==> config.mk <==
export PLATFORM = sky130hd
export DESIGN_NAME = opcode_issue_queue
export DESIGN_NICKNAME = d
export VERILOG_FILES = /design/src/rtl/opcode_issue_queue.sv
export SDC_FILE = /design/constraint.sdc
export NUM_CORES = 1
export LEC_CHECK = 0
export BUFFER_PORTS_ARGS = -buffer_cell sky130_fd_sc_hd__buf_2
export CORE_UTILIZATION = 60
export CTS_CLUSTER_DIAMETER = 100
export DETAILED_ROUTE_END_ITERATION = 10
export GPL_TIMING_DRIVEN = 0
export PLACE_DENSITY = 0.83
export SETUP_SLACK_MARGIN = 0.3
export SLEW_MARGIN = 20
export SYNTH_ARGS = -nofsm -noshare
export SYNTH_HDL_FRONTEND = slang
export SYNTH_SLANG_ARGS = --single-unit
==> constraint.sdc <==
create_clock -name clk -period 7 [get_ports clk]
set_clock_uncertainty 0.2 [all_clocks]
set_input_delay 1.05 -clock clk [delete_from_list [all_inputs] [get_ports clk]]
set_output_delay 1.05 -clock clk [all_outputs]
set_load 0.05 [all_outputs]
==> src/rtl/opcode_issue_queue.sv <==
// opcode_issue_queue: circular-buffer issue queue holding opcode/operand
// entries. The head entry is presented with a one-hot decoded opcode.
// Push and pop may happen on the same edge. A flush clears the queue but
// keeps the issue counter. Reset clears the queue and the issue counter.
module opcode_issue_queue #(
  parameter int DEPTH = 4
) (
  input  logic       clk,
  input  logic       rst,
  input  logic       flush,
  input  logic       in_valid,
  output logic       in_ready,
  input  logic [2:0] in_opcode,
  input  logic [7:0] in_A,
  input  logic [7:0] in_B,
  input  logic [7:0] in_C,
  output logic       out_valid,
  input  logic       out_ready,
  output logic [7:0] out_instruction,
  output logic [7:0] out_A,
  output logic [7:0] out_B,
  output logic [7:0] out_C,
  output logic [7:0] issue_count,
  output logic [4:0] level
);

  localparam int                PTR_W     = $clog2(DEPTH);
  localparam logic [4:0]        DEPTH_LVL = 5'(DEPTH);
  localparam logic [PTR_W-1:0]  LAST_PTR  = PTR_W'(DEPTH - 1);

  // Entry storage. It is never reset, because only the pointers and the
  // level decide which slots hold valid data.
  logic [2:0] opcode_mem [DEPTH];
  logic [7:0] a_mem      [DEPTH];
  logic [7:0] b_mem      [DEPTH];
  logic [7:0] c_mem      [DEPTH];

  logic [PTR_W-1:0] wr_ptr_reg, wr_ptr_next;
  logic [PTR_W-1:0] rd_ptr_reg, rd_ptr_next;
  logic [4:0]       level_reg, level_next;
  logic [7:0]       issue_count_reg, issue_count_next;

  logic       push;
  logic       pop;
  logic [2:0] head_opcode;

  // The handshake flags come only from the registered level.
  // This keeps out_ready off any combinational path to in_ready.
  assign in_ready  = (level_reg < DEPTH_LVL);
  assign out_valid = (level_reg != 5'd0);
  assign push      = in_valid && in_ready;
  assign pop       = out_valid && out_ready;

  assign level       = level_reg;
  assign issue_count = issue_count_reg;

  // Next-state logic: flush overrides push/pop; pointers wrap at DEPTH-1.
  always_comb begin
    wr_ptr_next      = wr_ptr_reg;
    rd_ptr_next      = rd_ptr_reg;
    level_next       = level_reg;
    issue_count_next = issue_count_reg;
    if (flush) begin
      wr_ptr_next = '0;
      rd_ptr_next = '0;
      level_next  = 5'd0;
    end else begin
      if (push) begin
        wr_ptr_next = (wr_ptr_reg == LAST_PTR) ? '0 : wr_ptr_reg + 1'b1;
      end
      if (pop) begin
        rd_ptr_next      = (rd_ptr_reg == LAST_PTR) ? '0 : rd_ptr_reg + 1'b1;
        issue_count_next = issue_count_reg + 8'd1;
      end
      case ({push, pop})
        2'b10:   level_next = level_reg + 5'd1;
        2'b01:   level_next = level_reg - 5'd1;
        default: level_next = level_reg;
      endcase
    end
  end

  // State register. Reset has priority over flush and over any handshake.
  always_ff @(posedge clk) begin
    if (rst) begin
      wr_ptr_reg      <= '0;
      rd_ptr_reg      <= '0;
      level_reg       <= 5'd0;
      issue_count_reg <= 8'd0;
    end else begin
      wr_ptr_reg      <= wr_ptr_next;
      rd_ptr_reg      <= rd_ptr_next;
      level_reg       <= level_next;
      issue_count_reg <= issue_count_next;
    end
  end

  // Entry write. A push that coincides with a flush or a reset is dropped.
  always_ff @(posedge clk) begin
    if (push && !flush && !rst) begin
      opcode_mem[wr_ptr_reg] <= in_opcode;
      a_mem[wr_ptr_reg]      <= in_A;
      b_mem[wr_ptr_reg]      <= in_B;
      c_mem[wr_ptr_reg]      <= in_C;
    end
  end

  assign head_opcode = opcode_mem[rd_ptr_reg];

  // One-hot opcode decode for the head entry. It reads zero when empty.
  generate
    for (genvar gi = 0; gi < 8; gi++) begin : g_decode
      assign out_instruction[gi] = out_valid && (head_opcode == 3'(gi));
    end
  endgenerate

  assign out_A = out_valid ? a_mem[rd_ptr_reg] : 8'h00;
  assign out_B = out_valid ? b_mem[rd_ptr_reg] : 8'h00;
  assign out_C = out_valid ? c_mem[rd_ptr_reg] : 8'h00;

endmodule

==> results of run 1 <==
-- worst paths after layout --
kind,startpoint,endpoint
worst min register to register,rd_ptr_reg[0]$_SDFFE_PP0N_,flip-flop
worst max-delay path,flip-flop,out_A[1]
worst max register to register,level[2]$_SDFFE_PP0P_,level[4]$_SDFFE_PP0P_
worst min-delay path,rd_ptr_reg[0]$_SDFFE_PP0N_,flip-flop
-- metrics by stage --
step / setup WS, ps / power, uW / hold slack, ps / std cells
final: 3298 / 1796 / 317.3 / 510
after global routing: 3218 / 1840 / 327.7 / 510
after CTS: 3288 / 1802 / 308.4 / 510
after detailed placement: 3864 / 998.4 / 295.2 / 478
after global placement: 3593 / 992.5 / 276.8 / 478
after floorplan: 3672 / 954.2 / 263.4 / 295
-- placed cells by master (no fill, tap or decap), types with 4 or more instances in the layout --
cell | netlist | routed
clkbuf_16 | 0 | 16
inv_1 | 5 | 5
edfxtp_1 | 108 | 108
nand2_1 | 11 | 11
and2_1 | 24 | 24
or3_1 | 4 | 4
inv_6 | 0 | 8
and3_2 | 0 | 4
ha_1 | 10 | 10
dfxtp_1 | 19 | 19
buf_6 | 4 | 4
nor2_1 | 20 | 20
inv_8 | 0 | 4
xor2_1 | 4 | 4
buf_2 | 2 | 80
mux4_2 | 27 | 27
a21oi_1 | 9 | 9
-- report_power, final --
part | switching, uW | internal (uW) | total [uW]
clock network | 360 | 452 | 813
registers | 4.50 | 829 | 834
logic | 104 | 45.7 | 149
total | 469 | 1330 | 1800
-- area by class of cell --
cell class,count,area (um^2)
Buffer,12,82.58
Inverter,6,22.52
Timing Repair Buffer,78,390.4
Sequential cell,127,3623
Clock inverter,15,135.1
Clock buffer,17,414.1
Fill cell,468,2017
Tap cell,105,131.4
Multi-Input combinational cell,150,1483
-- layer usage --
layer | track usage, % | vias up | share of wire, %
met2 | 41.73 | 108 | 53
met3 | 7.496 | 14 | 5.2
met5 | 0 | - | 0.13
met4 | 9.596 | 2 | 1.6
li1 | - | 1345 | -
met1 | 29.53 | 1512 | 40
-- cells by family after synthesis --
kind of cell               count (synthesis)
AOI/OAI and AO/OA                         20
xor gates and xnor gates                   5
muxes                                     31
adders and majority gates                 11
and+or+nand+nor                           83
buffers and inverters                     18
DFF                                      127
-- worst register-to-register path, cell delays in order, from the launching register on --
cell     delay (ps)
dfxtp_1         380
or4_4           630
o21ai_4         230
inv_1            70
ha_1            270
ha_1            370
nand3_1         110
and4b_1         210
o21ai_0         150
o31ai_1          90
==> metrics.md, run 1 <==
| Metric | Value |
|---|---|
| Die Footprint | `9054 um^2` |
| Crit-path max FO | `10` |
| Core area | `8299 um^2` |
| CP required | `5750 ps` |
| Layout cells sized above 1 | `39.51%` |
| GRT overflow | `0` |
| DP HPWL | `5.892 mm` |
| Top-count cell post-synth | `edfxtp_1` |
| Root buffer cell | `clkbuf_8` |
| Post-Synth XOR/XNOR Area | `0.8411%` |
| Final Util | `75.70%` |
| Max Cap Viol | `0` |
| FFs w/ async S/R, synth | `0%` |
| IO Port Bufs | `78` |
| Compound-Gate Fraction of Synth Area | `2.908%` |
| Layout area overhead | `20.67%` |
| Final Cycle Share | `52.89%` |
| Total number of vias | `2981` |
| Nature of the critical path endpoint | `output port` |
| RePlAce Congestion | `0.7786` |
| Top cell type's share of synthesized area | `62.29%` |
| Clock Path Buffers | `2` |
| Gr usage total | `24.61%` |
| Syn_area_per_cell | `17.65 um^2` |
| Final Cell Area | `6282 um^2` |
| Buf+Inv Stages, Crit Path | `3` |
| Mux share of post-synthesis cell area | `12.55%` |
| Slew margin rel. | `50.49%` |
| Cts bufs inserted | `17` |
| Iter 0 DRT Violations | `202` |
| Dpl cell area | `5733 um^2` |
| Setup TNS | `0 ps` |
| Reg2reg path depth | `9` |
| Power Dens Cells | `285.8 nW/um^2` |
| Synth top cells by count | `108 x edfxtp_1, 27 x mux4_2, 24 x and2_1` |
| CP Class | `flip-flop to output port` |
| H-tree levels | `4` |
| Via density | `5.845` |
| Largest regs | `a_mem x32, b_mem x32, c_mem x32` |
| Post-synthesis sequential area ratio | `69.60%` |
| Critical-path cell list | `clkbuf_2, buf_1, mux4_2, and2_1, buf_2` |
| Largest net degree at the start of global routing | `28` |
| First-pass GRT wire length | `15.48 mm` |
| Top_reg_cell synth | `edfxtp_1` |
| # rows | `33` |
| Final wirelength | `10.10 mm` |
| R2R Setup Slk | `4160 ps` |
| Vias in the first global route | `2999` |
| Clk pin slew, worst setup/hold paths | `60 ps` |
| Synth Area in Adders | `2.788%` |
| Largest family of logic cells by synthesized area | `multiplexers` |
| Num ports | `79` |
| # setup viols final | `0` |
| Cell depth of the worst hold path | `2` |
| Post-synth EDFFs | `108` |
| Post-CTS setup buffers | `0` |
| Hold Path Class | `flip-flop to flip-flop` |
| Chip height | `95.15 um` |
| Drt wl/cell | `19.81 um` |
| CP startpoint kind | `flip-flop` |
| Syn_nets | `338` |
| First drt pass iteration count | `4` |
| DRC | `0` |
| Synth area leader | `edfxtp_1` |
| RSZ-0062 raised after global routing | `no` |
| VDD IR-drop max | `0.2230 mV` |
| Netlist Area Pre-Place | `5206 um^2` |
| Least-Margin Pin Slew | `742.7 ps` |
| Slew Viols, Final | `0` |
| Antenna cells | `0` |
| Post-layout min period | `3702 ps` |
| Simple-gate area share of the yosys netlist | `9.301%` |
| Post-synth cell types | `48` |
| Critical Path AT | `2450 ps` |
| Slowest cell on crit path | `buf_1` |
| Initial core utilization | `62.73%` |
| CP top delay family | `buffers and inverters` |
| YS warnings | `0` |
| Final hold vios | `0` |
| FMAX | `270.1 MHz` |
| Die W | `95.15 um` |
| CTS tree | `yes` |
| Synth Register Bits | `127` |
| Initial antenna violation count | `1` |
| Stages on worst setup path | `5` |
| Worst-Skew Late Latency | `510 ps` |
| P_leak | `0.002369 uW` |
| Syn Inst Count | `295` |
| Status | `finished clean` |
| Post_cts resized | `0` |
| Hold_buf cts | `0` |
| Synth area leaders | `edfxtp_1 62%, mux4_2 12%, dfxtp_1 7.3%` |
| Nets@finish | `435` |
| Post-DRT Antenna Nets | `0` |
| Sink Count | `127` |
| Slowest Stage Delay on Critical Path | `540 ps` |
Power figures use the tool's default switching activity.
==> run 2: changes to the inputs <==
--- a/config.mk
+++ b/config.mk
@@ -5,12 +5,13 @@
 export SDC_FILE = /design/constraint.sdc
 export NUM_CORES = 1
 export LEC_CHECK = 0
+export ABC_AREA = 1
 export BUFFER_PORTS_ARGS = -buffer_cell sky130_fd_sc_hd__buf_2
-export CORE_UTILIZATION = 60
+export CORE_UTILIZATION = 57
 export CTS_CLUSTER_DIAMETER = 100
 export DETAILED_ROUTE_END_ITERATION = 10
 export GPL_TIMING_DRIVEN = 0
-export PLACE_DENSITY = 0.83
+export PLACE_DENSITY = 0.8
 export SETUP_SLACK_MARGIN = 0.3
 export SLEW_MARGIN = 20
 export SYNTH_ARGS = -nofsm -noshare
==> constraint.sdc (replaced) <==
create_clock -name clk -period 3.74 [get_ports clk]
set_clock_uncertainty 0.2 [all_clocks]
set_input_delay 0.561 -clock clk [delete_from_list [all_inputs] [get_ports clk]]
set_output_delay 0.561 -clock clk [all_outputs]
set_load 0.05 [all_outputs]
==> metrics.md, run 2 <==
| Metric | Value |
|---|---|
| Hold Path Class | `primary input to flip-flop` |
| Cell depth of the worst hold path | `1 (-1)` |
| IO Port Bufs | `78 (unchanged)` |
| Post-synth cell types | `26 (-46%)` |
| Top_reg_cell synth | `edfxtp_1` |
| Die W | `99.84 um (+4.9%)` |
| Nets@finish | `659 (+51%)` |
| CP startpoint kind | `flip-flop` |
| Post-DRT Antenna Nets | `0 (unchanged)` |
| Post-CTS setup buffers | `0 (unchanged)` |
| Slew margin rel. | `67.36% (+17 points)` |
| First-pass GRT wire length | `18.50 mm (+20%)` |
| RePlAce Congestion | `0.7853 (+0.86%)` |
| Layout cells sized above 1 | `23.85% (-16 points)` |
| Chip height | `99.84 um (+4.9%)` |
| # setup viols final | `0 (unchanged)` |
| Syn_nets | `558 (+65%)` |
| Initial core utilization | `59.05% (-3.7 points)` |
| Slowest cell on crit path | `clkbuf_1` |
| Buf+Inv Stages, Crit Path | `4 (+1)` |
| Least-Margin Pin Slew | `488.5 ps (-254.2 ps)` |
| Largest net degree at the start of global routing | `22 (-21%)` |
| # rows | `35 (+6.1%)` |
| Clock Path Buffers | `2 (unchanged)` |
| Largest regs | `a_mem x32, b_mem x32, c_mem x32` |
| Most frequent cells in the layout | `135 x nor2_1, 108 x edfxtp_1, 82 x buf_2, 59 x nand2_1, 36 x inv_1` |
| Top cell type's share of synthesized area | `59.44% (-2.9 points)` |
| Commonest non-fill, non-tap cell in the layout | `nor2_1` |
| Die Footprint | `9968 um^2 (+10%)` |
| Antenna cells | `0 (unchanged)` |
| Synth area leaders | `edfxtp_1 59%, nor2_1 9.6%, dfxtp_1 7.0%` |
| FFs w/ async S/R, synth | `0% (unchanged)` |
| Clk pin slew, worst setup/hold paths | `60 ps (about the same)` |
| Register area | `3623 um^2 (unchanged)` |
| DRC | `0 (unchanged)` |
| Vias in the first global route | `3989 (+33%)` |
| FMAX | `354.8 MHz` |
| Layout area overhead | `23.02%` |
| Cts bufs inserted | `17 (unchanged)` |
| Post-synthesis sequential area ratio | `66.41% (-3.2 points)` |
| Worst-Skew Late Latency | `520 ps (about the same)` |
| Max Cap Viol | `0 (unchanged)` |
| Root buffer cell | `clkbuf_8` |
| Top-count cell post-synth | `nor2_1` |
| Setup TNS | `0 ps (unchanged)` |
| Num ports | `79 (unchanged)` |
| First drt pass iteration count | `5 (+1)` |
| Post-layout min period | `2819 ps` |
| Synth top cells by count | `139 x nor2_1, 108 x edfxtp_1, 59 x nand2_1` |
| Synth area leader | `edfxtp_1` |
| Syn Inst Count | `515 (+75%)` |
| CP top delay family | `buffers and inverters` |
| Drt wl/cell | `15.33 um (-23%)` |
| Fillers | `611 (+31%)` |
| DP HPWL | `7.780 mm (+32%)` |
| R2r startpoint | `level[3]$_SDFFE_PP0P_` |
| Slew Viols, Final | `0 (unchanged)` |
| Core area | `9240 um^2 (+11%)` |
| Post_cts resized | `0 (unchanged)` |
| Final Cycle Share | `75.37%` |
| Hold Path Sink | `opcode_mem[0][2]$_DFFE_PP_` |
| GRT overflow | `0 (unchanged)` |
| Gr usage total | `25.04% (+0.43 points)` |
| Final hold vios | `0 (unchanged)` |
| Nature of the critical path endpoint | `output port` |
| CP Class | `flip-flop to output port` |
| Final Util | `72.65% (-3.0 points)` |
| Via density | `5.298 (-9.4%)` |
| Hold_buf cts | `0 (unchanged)` |
| RSZ-0062 raised after global routing | `no` |
| Critical Path AT | `2060 ps (-390 ps)` |
| Syn_area_per_cell | `10.60 um^2 (-40%)` |
| H-tree levels | `4 (unchanged)` |
| Synth Register Bits | `127 (unchanged)` |
| Netlist Area Pre-Place | `5456 um^2 (+4.8%)` |
| Final wirelength | `11.62 mm (+15%)` |
| Slowest Stage Delay on Critical Path | `380 ps (-160 ps)` |
| CP required | `2980 ps (-2770 ps)` |
| Total number of vias | `4016 (+35%)` |
| CTS tree | `yes` |
| Crit-path max FO | `10 (unchanged)` |
| R2R Setup Slk | `1270 ps (-2890 ps)` |
| Post-synth EDFFs | `108 (unchanged)` |
| Reg2reg path depth | `12 (+3)` |
| YS warnings | `0 (unchanged)` |
| Multi-input gate area | `1530 um^2 (+3.2%)` |
| Reg2reg end | `level[4]$_SDFFE_PP0P_` |
| Iter 0 DRT Violations | `239 (+18%)` |
| Initial antenna violation count | `0 (-1)` |
| Critical-path cell list | `buf_6, inv_4, clkbuf_1, o21ai_0, a21oi_1, buf_2` |
| Sink Count | `127 (unchanged)` |
| Status | `finished clean` |
| HP Start | `in_opcode[2]` |
==> run 2: cell types whose count changed after synthesis, moves of 21 or more <==
cell     before  now
nor2_1       20  139
inv_1         5   36
mux4_2       27    0
nand2_1      11   59
o21ai_0       2   34
and2_1       24    0
a21oi_1       9   30
o21ai_1       2   24
==> run 2: worst max path at each step <==
stage                                     start               endpoint  slack (ps)  cells past startpoint
after floorplan           level[3]$_SDFFE_PP0P_  a_mem[0][0]$_DFFE_PP_         630                      5
after global placement                    flush  b_mem[3][3]$_DFFE_PP_          50                      4
after detailed placement                  flush  b_mem[0][0]$_DFFE_PP_        1150                      5
after CTS                             flip-flop               out_B[1]         870                      6
after global routing                  flip-flop               out_B[1]         770                      6
final                                 flip-flop               out_B[1]         920                      6
==> run 2: per-stage QoR <==
step | cell area, um^2 | setup slack (ps) | instances | hold slack [ps]
after global routing | 6713 | 775.0 | 758 | 26.90
after floorplan | 5456 | 626.6 | 515 | 281.0
after global placement | 6008 | 48.85 | 722 | 291.3
after CTS | 6713 | 865.3 | 758 | 31.13
final | 6713 | 921.2 | 758 | 54.48
after detailed placement | 6148 | 1148 | 726 | 332.4
==> run 2: kinds of logic after synthesis <==
kind of cell / share of synthesized area (%)
AND/OR/NAND/NOR: 16.30
flip-flops: 66.41
XOR/XNOR: 0.3211
AO/OA/AOI/OAI: 8.209
buffers and inverters: 6.099
adder cells (fa/ha/maj): 2.660
==> run 2: layout make-up <==
type	instances	share of cell area (%)
Sequential cell	127	53.98
Timing Repair Buffer	82	7.456
Clock inverter	15	2.237
Multi-Input combinational cell	326	22.80
Buffer	21	2.591
Clock buffer	17	6.170
Inverter	41	2.367
Tap cell	129	2.404
==> run 2: layer usage <==
| layer | track usage, % | part of all wire (%) |
|---|---|---|
| met5 | 0 | 0 |
| met4 | 8.597 | 0.83 |
| met3 | 8.635 | 7.9 |
| met2 | 43.98 | 52 |
| met1 | 28.55 | 40 |
==> run 2: worst reg2reg max path: stages, from the launching register on <==
cell     delay (ps)
dfxtp_1         340
nor2_2          180
nand3_2         110
buf_6           160
nand2_2          70
inv_1            70
ha_1            270
ha_1            350
or2_2           290
nand3_1          80
nand2_1          50
o21ai_0         130
inv_1            50
Power of run 2 is left out: the tool's default activity adds up to more than one toggle a clock period on the data nets, which glitch-free logic cannot reach.
